[src/rtl/vga_sync_gen.sv]
// rtl/vga_sync_gen.sv - free-running VGA timing source with counts, data-enable and start strobes
// Optional porch-timed vga_hsync_o/vga_vsync_o pulses are built when VGA_SYNC_PORCH_EN is defined.
module vga_sync_gen #(
    parameter int   TOTAL_COLS    = 800,
    parameter int   TOTAL_ROWS    = 525,
    parameter int   ACTIVE_COLS   = 640,
    parameter int   ACTIVE_ROWS   = 480,
    parameter int   H_FRONT_PORCH = 16,
    parameter int   H_SYNC_WIDTH  = 96,
    parameter int   V_FRONT_PORCH = 10,
    parameter int   V_SYNC_WIDTH  = 2,
    parameter logic SYNC_POL      = 1'b0
) (
    input  logic       clk_i,
    input  logic       rst_n_i,
    input  logic       en_i,
    output logic       Hsync_o,
    output logic       Vsync_o,
    output logic       de_o,
    output logic [9:0] col_count_o,
    output logic [9:0] row_count_o,
    output logic       line_start_o,
    output logic       frame_start_o
`ifdef VGA_SYNC_PORCH_EN
    ,
    output logic       vga_hsync_o,
    output logic       vga_vsync_o
`endif
);

    localparam logic [9:0] C_LAST   = 10'(TOTAL_COLS - 1);
    localparam logic [9:0] R_LAST   = 10'(TOTAL_ROWS - 1);
    localparam logic [9:0] C_ACTIVE = 10'(ACTIVE_COLS);
    localparam logic [9:0] R_ACTIVE = 10'(ACTIVE_ROWS);

    // Elaboration-time guards on the geometry; porch geometry is checked in every build.
    generate
        if (TOTAL_COLS > 1024 || TOTAL_ROWS > 1024) begin : g_bad_total
            $error("vga_sync_gen: TOTAL_* must not exceed 1024");
        end
        if (ACTIVE_COLS >= TOTAL_COLS || ACTIVE_ROWS >= TOTAL_ROWS) begin : g_bad_active
            $error("vga_sync_gen: ACTIVE_* must be below TOTAL_*");
        end
        if (ACTIVE_COLS + H_FRONT_PORCH + H_SYNC_WIDTH > TOTAL_COLS ||
            ACTIVE_ROWS + V_FRONT_PORCH + V_SYNC_WIDTH > TOTAL_ROWS) begin : g_bad_porch
            $error("vga_sync_gen: porch window exceeds line or frame");
        end
        if (H_SYNC_WIDTH < 1 || V_SYNC_WIDTH < 1 || $bits(SYNC_POL) != 1) begin : g_bad_width
            $error("vga_sync_gen: sync widths must be at least 1");
        end
    endgenerate

    logic       r_run;
    logic [9:0] r_col;
    logic [9:0] r_row;
    logic       r_hsync;
    logic       r_vsync;
    logic       r_de;
    logic       r_line_start;
    logic       r_frame_start;

    logic [9:0] w_col_nxt;
    logic [9:0] w_row_nxt;
    logic       w_col_wrap;
    logic       w_h_act;
    logic       w_v_act;

    // Outputs are decoded from the next-state counts so they line up with the counts they accompany.
    always_comb begin
        w_col_wrap = (r_col == C_LAST);
        w_col_nxt  = 10'd0;
        w_row_nxt  = 10'd0;
        if (r_run) begin
            w_col_nxt = w_col_wrap ? 10'd0 : r_col + 10'd1;
            if (w_col_wrap) begin
                w_row_nxt = (r_row == R_LAST) ? 10'd0 : r_row + 10'd1;
            end else begin
                w_row_nxt = r_row;
            end
        end
    end

    assign w_h_act = (w_col_nxt < C_ACTIVE);
    assign w_v_act = (w_row_nxt < R_ACTIVE);

    always_ff @(posedge clk_i or negedge rst_n_i) begin
        if (!rst_n_i) begin
            r_run         <= 1'b0;
            r_col         <= 10'd0;
            r_row         <= 10'd0;
            r_hsync       <= 1'b0;
            r_vsync       <= 1'b0;
            r_de          <= 1'b0;
            r_line_start  <= 1'b0;
            r_frame_start <= 1'b0;
        end else if (!en_i) begin
            r_run         <= 1'b0;
            r_col         <= 10'd0;
            r_row         <= 10'd0;
            r_hsync       <= 1'b0;
            r_vsync       <= 1'b0;
            r_de          <= 1'b0;
            r_line_start  <= 1'b0;
            r_frame_start <= 1'b0;
        end else begin
            r_run         <= 1'b1;
            r_col         <= w_col_nxt;
            r_row         <= w_row_nxt;
            r_hsync       <= w_h_act;
            r_vsync       <= w_v_act;
            r_de          <= w_h_act & w_v_act;
            r_line_start  <= (w_col_nxt == 10'd0);
            r_frame_start <= (w_col_nxt == 10'd0) && (w_row_nxt == 10'd0);
        end
    end

    assign Hsync_o       = r_hsync;
    assign Vsync_o       = r_vsync;
    assign de_o          = r_de;
    assign col_count_o   = r_col;
    assign row_count_o   = r_row;
    assign line_start_o  = r_line_start;
    assign frame_start_o = r_frame_start;

`ifdef VGA_SYNC_PORCH_EN
    localparam logic [9:0] H_PULSE_FIRST = 10'(ACTIVE_COLS + H_FRONT_PORCH);
    localparam logic [9:0] H_PULSE_LAST  = 10'(ACTIVE_COLS + H_FRONT_PORCH + H_SYNC_WIDTH - 1);
    localparam logic [9:0] V_PULSE_FIRST = 10'(ACTIVE_ROWS + V_FRONT_PORCH);
    localparam logic [9:0] V_PULSE_LAST  = 10'(ACTIVE_ROWS + V_FRONT_PORCH + V_SYNC_WIDTH - 1);

    logic r_vga_hsync;
    logic r_vga_vsync;
    logic w_h_pulse;
    logic w_v_pulse;

    assign w_h_pulse = (w_col_nxt >= H_PULSE_FIRST) && (w_col_nxt <= H_PULSE_LAST);
    assign w_v_pulse = (w_row_nxt >= V_PULSE_FIRST) && (w_row_nxt <= V_PULSE_LAST);

    // Idle level is the deasserted polarity, not zero.
    always_ff @(posedge clk_i or negedge rst_n_i) begin
        if (!rst_n_i) begin
            r_vga_hsync <= ~SYNC_POL;
            r_vga_vsync <= ~SYNC_POL;
        end else if (!en_i) begin
            r_vga_hsync <= ~SYNC_POL;
            r_vga_vsync <= ~SYNC_POL;
        end else begin
            r_vga_hsync <= w_h_pulse ? SYNC_POL : ~SYNC_POL;
            r_vga_vsync <= w_v_pulse ? SYNC_POL : ~SYNC_POL;
        end
    end

    assign vga_hsync_o = r_vga_hsync;
    assign vga_vsync_o = r_vga_vsync;
`endif

endmodule

[config.mk]
export PLATFORM = sky130hd
export DESIGN_NAME = vga_sync_gen
export DESIGN_NICKNAME = d
export VERILOG_FILES = /design/src/rtl/vga_sync_gen.sv
export SDC_FILE = /design/constraint.sdc
export NUM_CORES = 1
export LEC_CHECK = 0
export CAP_MARGIN = 10
export CORE_MARGIN = 8
export CORE_UTILIZATION = 45
export DETAILED_ROUTE_END_ITERATION = 8
export PLACE_DENSITY = 0.72
export SLEW_MARGIN = 5
export SYNTH_ARGS = -nofsm -noshare
export SYNTH_HDL_FRONTEND = slang
export SYNTH_SLANG_ARGS = --single-unit
export TNS_END_PERCENT = 5
[constraint.sdc]
create_clock -name clk_i -period 2 [get_ports clk_i]
set_input_delay 0.4 -clock clk_i [delete_from_list [all_inputs] [get_ports clk_i]]
set_output_delay 0.4 -clock clk_i [all_outputs]
set_load 0.01 [all_outputs]
# After elaboration in Yosys (flattened, before gate mapping)
# Cells that the tools add are included.
dict set report totals {
  register_bits 26
  word_cells 31
}
dict set report classes {
  addsub 2
  magnitude_cmp 2
  n_eq_ne 2
  n_mux 13
  n_bitwise 1
  n_reduce_logical 3
}
# cell count
set ops {}
lappend ops {{$mux 10} 7}
lappend ops {{$add 10x1->10 const B} 2}
lappend ops {{$eq 10x10->1 const B} 2}
lappend ops {{$logic_not 10->1} 2}
lappend ops {{$lt 10x10->1 const B} 1}
lappend ops {{$lt 10x9->1 const B} 1}
lappend ops {{$mux 1} 6}
lappend ops {{$and 1x1->1} 1}
lappend ops {{$logic_and 1x1->1} 1}

# Longest topological paths before layout
# Gate-level depths: netlist of the first run.
dict set report depth {
  ltp_word 7
  depth_mapped 7
  ltp_nobuf 7
}

# Worst setup path before layout of the first run
# No wires, ideal clock.
dict set report synth_timing {
  path_kind {reg2reg}
  startpoint {register r_col[1] (netlist: col_count_o[1])}
  endpoint {register r_frame_start (netlist: frame_start_o)}
  arrival_ns 2.117
  t_required_ns 1.889
  setup_slack_ns -0.229
  path_stages_with_launch 8
  synth_period_minus_slack_ns 2.229
  cell_sequence {dfrtp_1 -> ha_1 -> nand4_4 -> nor4_4 -> nand4_1 -> xor2_1 -> nand4_1 -> a2111oi_2}
}
dict set report synth_via {
  elab_chain_cells 6
}
# item line
set synth_lines {}
lappend synth_lines {{from (decl)} 54} ;# logic [9:0] r_col;
lappend synth_lines {{from (signal assigned)} 107} ;# r_col <= w_col_nxt;
lappend synth_lines {{$add 10x1->10 or $eq 10x10->1 (tied branches)} {74, 70}}
lappend synth_lines {{$mux 10 (on tied branches)} {74, 75}}
lappend synth_lines {{$mux 10} 73} ;# if (r_run) begin
lappend synth_lines {{$logic_not 10->1} 113} ;# r_frame_start <= (w_col_nxt == 10'd0) && (w_row_nxt == 10'd0);
lappend synth_lines {{$logic_and 1x1->1 *} 113}
lappend synth_lines {{$mux 1 *} 96} ;# end else if (!en_i) begin
lappend synth_lines {{to (signal assigned)} 113}
lappend synth_lines {{to (decl)} 60} ;# logic r_frame_start;
# Mark *: on every way between the ends. The rest lies on a longest branch, timed or not.

# Final worst setup path of the first run
dict set report layout_timing {
  startpoint {register r_col[0] (netlist: col_count_o[0])}
  endpoint {register r_frame_start (netlist: frame_start_o)}
}
# The elaborated chain is that of the path after synthesis.

==> results of run 1 <==
==> worst register-to-register path: stages (launching register included) <==
cell and delay (ps):
dfrtp_2 420, ha_4 170, nand4_4 160, nor3_4 210, nand4_1 180, xor2_2 290, nand4_1 150, a2111oi_2 300
==> cells in the final DEF, fill, tap and decap left out, types with 2 or more instances in the layout <==
cell type        Yosys  routed
and3_1               2       2
mux2i_1              2       2
o21ai_0              4       3
nand2_1             14      14
ha_1                 3       2
nor4_2               1       2
a21oi_1              6       5
buf_4                0      24
clkdlybuf4s50_1      0      27
and4_1               2       2
and2_1               2       2
nor3_1               5       5
nand4_1              6       6
o31ai_1              2       2
dfrtp_2              0       4
nor2_1              27      26
a21oi_2              1       2
inv_1                6       6
nor2b_1              3       3
clkbuf_4             0       3
xnor2_1              9       9
dfrtp_1             26      22
nand3_1             11      10
a41oi_1              2       2
nor3b_1              2       2
xor2_1               8       8
==> worst min-delay path by stage <==
stage / to / cells past startpoint / from / slack, ps
2_1_floorplan: Hsync_o / 0 / rst_n_i / 100
3_3_place_gp: col_count_o[0] / 2 / col_count_o[0] / 580
3_5_place_dp: col_count_o[0] / 2 / col_count_o[0] / 590
4_1_cts: col_count_o[6] / 2 / rst_n_i / 420
5_1_grt: col_count_o[6] / 2 / rst_n_i / 450
6_report: col_count_o[6] / 2 / rst_n_i / 410
==> report_power, final <==
part	internal [µW]	switching (µW)	leakage, µW
logic	29.5	36.6	0.000509
registers	534	6.62	0.000344
clock network	203	161	0.0000279
==> flip-flops by register name, indices dropped and copies added, names as in the netlist <==
signal,cells
col_count_o,10
row_count_o,10
frame_start_o,1
r_run,1
Vsync_o,1
line_start_o,1
de_o,1
Hsync_o,1
==> layout make-up <==
type,count,area (µm²)
clock inverter,1,30.03
timing repair buffer,51,450.4
inverter,6,22.52
fill,288,1221
multi-input combinational,132,929.6
tap,46,57.56
clock buffer,3,22.52
sequential,26,655.6
==> metrics by stage <==
| step | setup TNS, ps | hold WS [ps] | area [µm²] |
|---|---|---|---|
| 3_5_place_dp | -2.165 | 587.7 | 2058 |
| 6_report | 0 | 409.5 | 2168 |
| 5_1_grt | -782.8 | 446.3 | 2168 |
| 2_1_floorplan | -22.46 | 104.4 | 1634 |
| 4_1_cts | 0 | 423.5 | 2136 |
| 3_3_place_gp | 0 | 582.9 | 2058 |
==> logic make-up after synthesis <==
| logic type | count (synthesis) |
|---|---|
| AO/OA/AOI/OAI | 24 |
| XOR/XNOR | 18 |
| adder cells (fa/ha/maj) | 3 |
| buffers and inverters | 16 |
| flip-flops | 26 |
| multiplexers | 3 |
| AND/OR/NAND/NOR | 84 |
==> timing repair <==
action / in CTS / in global routing
buffers inserted: 1 / 3
endpoints found under the setup margin: 2 / 13
resized for setup: 4 / 6
hold buffers: 0 / 0
pin swaps: 1 / 4
==> layer usage <==
metal | vias to the layer above | track usage | wire length, µm
met4 | 0 | 0.04706 | 80
met1 | 702 | 0.1628 | 1739
met3 | 8 | 0.03184 | 229
met2 | 45 | 0.2468 | 2071
met5 | - | 0 | 0
li1 | 703 | - | -
==> flow_summary.yaml, run 1 <==
routing:
  firstDrtPassIters: 6
  routed-via-count: 1458
  routedWlPerCell_um: 15.55
  drtIter0Drc: 66
  route.detailed.drc: 0
  routed_wl_um: 4120
  viasPerCell: 5.502
  drtAntennaViolNets: 0
outcome:
  status: "completed"
critical_path:
  startpoint_type: "register"
  worstSetupEndpoint: "frame_start_o"
  crit_chain: "ha_4 > nand4_4 > nor3_4 > nand4_1 > xor2_2 > nand4_1 > a2111oi_2"
  cp_common_cell: "nand4_1"
  critPathMaxFanout: 5
  r2r_end: "frame_start_o"
  crit_type: "register to register"
  arrival_ps: 2210
  crit_buf_inv: 0
  cp.depth: 7
  worstPathRequired_ps: 2240
  cpPeakStageDelay_ps: 420
  crit_slowest_cell: "dfrtp_2"
  cp-end-kind: "register"
  r2r_setup_slack_ps: 30
  timing.rr.start: "col_count_o[0]"
  critPathTopFamily: "simple AND/OR/NAND/NOR gates"
  crit_start: "col_count_o[0]"
  rr_worst_depth: 7
synthesis:
  synth_compound_area_frac: 0.1059
  yosys-top-cells-area: "dfrtp_1 (40%), nor2_1 (6.3%), xnor2_1 (4.9%), xor2_1 (4.3%), nand3_1 (3.4%)"
  synth_xor_area_frac: 0.1020
  yosysTopAreaCell: "dfrtp_1"
  synth_most_common_cell: "nor2_1"
  synthSimpleGateAreaFrac: 0.3014
  synth_area_um2: 1619
  yosys-top-cells-count: "nor2_1 (27), dfrtp_1 (26), nand2_1 (14)"
  avgSynthCellArea_um2: 9.305
  synth_cell_types: 44
  synth_top_family_by_area: "simple AND/OR/NAND/NOR gates"
  synth_edf_count: 0
  ys_async_sr_fraction: 1.000
  synthAdderAreaFrac: 0.02318
  synth_seq_cells: 26
  muxShareOfSynthArea: 0.01932
  syn-num-nets: 180
  syn_inst: 174
  dominantRegCellSynth: "dfrtp_1"
  netlist.area_leader.share: 0.4019
  ys_seq_area_frac: 0.4019
  yosysWarnings: 0
global_routing:
  grt_overflow_total: 0
  grt_use_total: 0.1406
  grt_antenna_before_repair: 0
  grt_max_degree: 27
  grt_first_pass_wirelength_um: 6920
  grt_pass1_vias: 1453
sta:
  timing_hold_violations_final: 0
  grt_setup_unrepaired: "yes"
  slew_viol_final: 0
  finalClockSkew_ps: 11.07
  clock.fmax_mhz: 507.1
  setup_viol: 0
  worst_pin_slew_ps: 389.3
  period_minus_slack_ps: 1972
  worst_slack_ps: 27.97
  finalCritPeriodShare: 0.9860
  maxSlewHeadroom: 0.7405
clock_tree:
  numCtsBuffers: 3
  cts_tree: "done"
  cts_buffer_depth: 2
  cts_max_level: 1
  clock_sinks: 26
  root_buffer: "clkbuf_4"
  clkTransAtPathRegs_ps: 150
  clk_latency_ps: 330
floorplanning:
  die_h_um: 75.98
  start_util: 0.4777
  pin_count: 28
  dieArea_um2: 5773
  coreArea_um2: 3390
  placementRows: 21
  die_x_um: 75.98
placed_design:
  gp_congestion: 0.9223
  io_buffers: 27
  hpwl_um: 3064
  post-place-ws_ps: -2.165
  dp.cells: 257
cells_and_area:
  fin_nets: 226
  instances_no_fill: 265
  drive_gt1_frac: 0.2192
  insertedDiodeCount: 0
  syn2layout_area_growth_pct: 33.93
  post-route-util: 0.6397
power:
  vdd_ir_drop_max_mv: 0.2582
  power_uw: 971.1
  leakage_uw: 0.0008811
  power_density_nw_per_um2: 447.9
run:
  cap_violations: 0
worst_hold_path:
  min_path_type: "primary input to async pin"
(Power assumes the default switching activity.)
==> run 2: changes to the inputs <==
--- a/config.mk
+++ b/config.mk
@@ -9,6 +9,7 @@
 export CORE_MARGIN = 8
 export CORE_UTILIZATION = 45
 export DETAILED_ROUTE_END_ITERATION = 8
+export HOLD_SLACK_MARGIN = 0.1
 export PLACE_DENSITY = 0.72
 export SLEW_MARGIN = 5
 export SYNTH_ARGS = -nofsm -noshare
==> results of run 2 <==
Same layout as run 1: the final DEF is identical, and so are final timing and power.
==> run 3: changes to the inputs <==
--- a/config.mk
+++ b/config.mk
@@ -6,7 +6,7 @@
 export NUM_CORES = 1
 export LEC_CHECK = 0
 export CAP_MARGIN = 10
-export CORE_MARGIN = 8
+export CORE_MARGIN = 1.5
 export CORE_UTILIZATION = 45
 export DETAILED_ROUTE_END_ITERATION = 8
 export HOLD_SLACK_MARGIN = 0.1
==> run 3 against run 2 <==
Net effect: die area fell by 31%; clock power rose by 2%; utilization increased by 0.18 points; clock skew grew 6.1 ps; sequential share of layout area about the same; power is 0.56% higher; sequential power about the same; wire length down 1.2%; combinational power is 1% lower.
==> flow_summary.yaml, run 3 (synthesis gave the netlist of run 1 again) <==
outcome:
  status: "completed"
clock_tree:
  clkTransAtPathRegs_ps: 160
  cts_max_level: 1
  cts_tree: "done"
  clk_latency_ps: 340
  root_buffer: "clkbuf_4"
  cts_buffer_depth: 2
  numCtsBuffers: 3
  clock_sinks: 26
sta:
  finalClockSkew_ps: 17.12
  fin_tns_setup_ps: 0
  maxSlewHeadroom: 0.7611
  slew_viol_final: 0
  clock.fmax_mhz: 508.3
  setup_viol: 0
  grt_setup_unrepaired: "yes"
  worst_pin_slew_ps: 353.7
  timing_hold_violations_final: 0
  finalCritPeriodShare: 0.9837
  period_minus_slack_ps: 1967
cells_and_area:
  fin_nets: 224
  register_area_um2: 658.1
  post-route-util: 0.6416
  nFillCells: 270
  final_common_cell: "clkdlybuf4s50_1"
  drive_gt1_frac: 0.2258
  layout_common_cells: "clkdlybuf4s50_1 (27), nor2_1 (26), buf_4 (22)"
  syn2layout_area_growth_pct: 34.31
  insertedDiodeCount: 0
  multiInputGateArea_um2: 948.4
power:
  seqPwrFrac: 0.554
  vdd_ir_drop_max_mv: 0.2680
  swShare: 0.2156
  p_sw_uw: 210.5
  power_density_nw_per_um2: 449.1
  leakage_uw: 0.0008714
  clkPwrFrac: 0.379
  intPower_uw: 766.0
  pwr-share-comb: 0.067
global_routing:
  grt_max_degree: 27
  grt_first_pass_wirelength_um: 6927
  grt_pass1_vias: 1512
  grt_overflow_total: 0
  grt_use_total: 0.2228
  grt_antenna_before_repair: 0
critical_path:
  startpoint_type: "register"
  critPathMaxFanout: 5
  cp-end-kind: "register"
  crit_type: "register to register"
  worstPathRequired_ps: 2250
  rr_worst_depth: 6
  arrival_ps: 2220
floorplanning:
  dieArea_um2: 3966
  coreArea_um2: 3390
  placementRows: 21
  die_x_um: 62.98
  die_h_um: 62.98
  start_util: 0.4777
  pin_count: 28
placed_design:
  io_buffers: 27
  gp_congestion: 0.9523
  hpwl_um: 3036
routing:
  viasPerCell: 5.821
  firstDrtPassIters: 4
  route.detailed.drc: 0
  drtAntennaViolNets: 0
  routed_wl_um: 4071
  drtIter0Drc: 53
  routedWlPerCell_um: 15.48
  routed-via-count: 1531
run:
  cap_violations: 0
worst_hold_path:
  min_path_type: "primary input to async pin"
-- run 3: cell types whose count changed in the layout (fill, tap and decap cells not counted), sizes merged --
cell and delta:
buf -2
-- run 3: final timing paths --
check / startpoint / slack (ps) / end
worst max-delay path: col_count_o[7] / 30 / frame_start_o
worst min-delay path: rst_n_i / 400 / col_count_o[5]
worst max register to register: col_count_o[7] / 30 / frame_start_o
worst min register to register: col_count_o[0] / 610 / col_count_o[0]
max in group asynchronous: rst_n_i / 1310 / row_count_o[0]
min in group clk_i: col_count_o[0] / 610 / col_count_o[0]
-- run 3: final cells by class --
| cell class | count | share of cell area |
|---|---|---|
| clock inverters | 1 | 0.01381 |
| flip-flops and latches | 26 | 0.3026 |
| repair buffers | 49 | 0.2002 |
| well taps | 46 | 0.02647 |
| clock buffers | 3 | 0.01036 |
| inverters | 6 | 0.01036 |
| multi-input cells | 132 | 0.4361 |
-- run 3: metal layers --
layer  global-route usage  vias up  wire length, µm
met4               0.1278        0              127
met2               0.3883       55             2128
met3              0.02523       16              150
met1               0.2639      759             1664
met5                    0        -                0
li1                     -      701                -
-- run 3: repair_timing --
item                       4_1_cts  5_1_grt
gates resized for setup          4        9
setup buffers                    1        0
setup endpoints to repair        3        8
hold buffers                     0        0
pin swaps                        1        3
-- run 3: power by group through the flow --
| stage | logic (µW) | registers [µW] | clock network [µW] |
|---|---|---|---|
| CTS | 66.6 | 541 | 383 |
| global route | 72.9 | 542 | 400 |
| detailed placement | 66.2 | 551 | 0 |
| finish | 65.1 | 541 | 370 |
| global placement | 64.7 | 550 | 0 |
| floorplan | 20.8 | 554 | 0 |
-- run 3: worst max-delay path: stages (launching register included) --
cell and delay, ps:
dfrtp_1 420, nand4bb_4 300, nor4_4 370, nand4_1 160
xor2_1 200, nand4_1 120, a2111oi_2 300
-- run 3: metrics by stage --
step           cell area (µm²)  power, µW  hold slack (ps)  worst slack (ps)  std cells
2_1_floorplan             1634      574.5            104.4            -14.79        174
3_3_place_gp              2066      615.1            583.0             86.69        258
3_5_place_dp              2066      617.3            593.0            -50.48        258
4_1_cts                   2148      991.1            409.0             5.116        263
5_1_grt                   2175       1015            427.7            -91.12        263
6_report                  2175      976.5            399.4             32.58        263
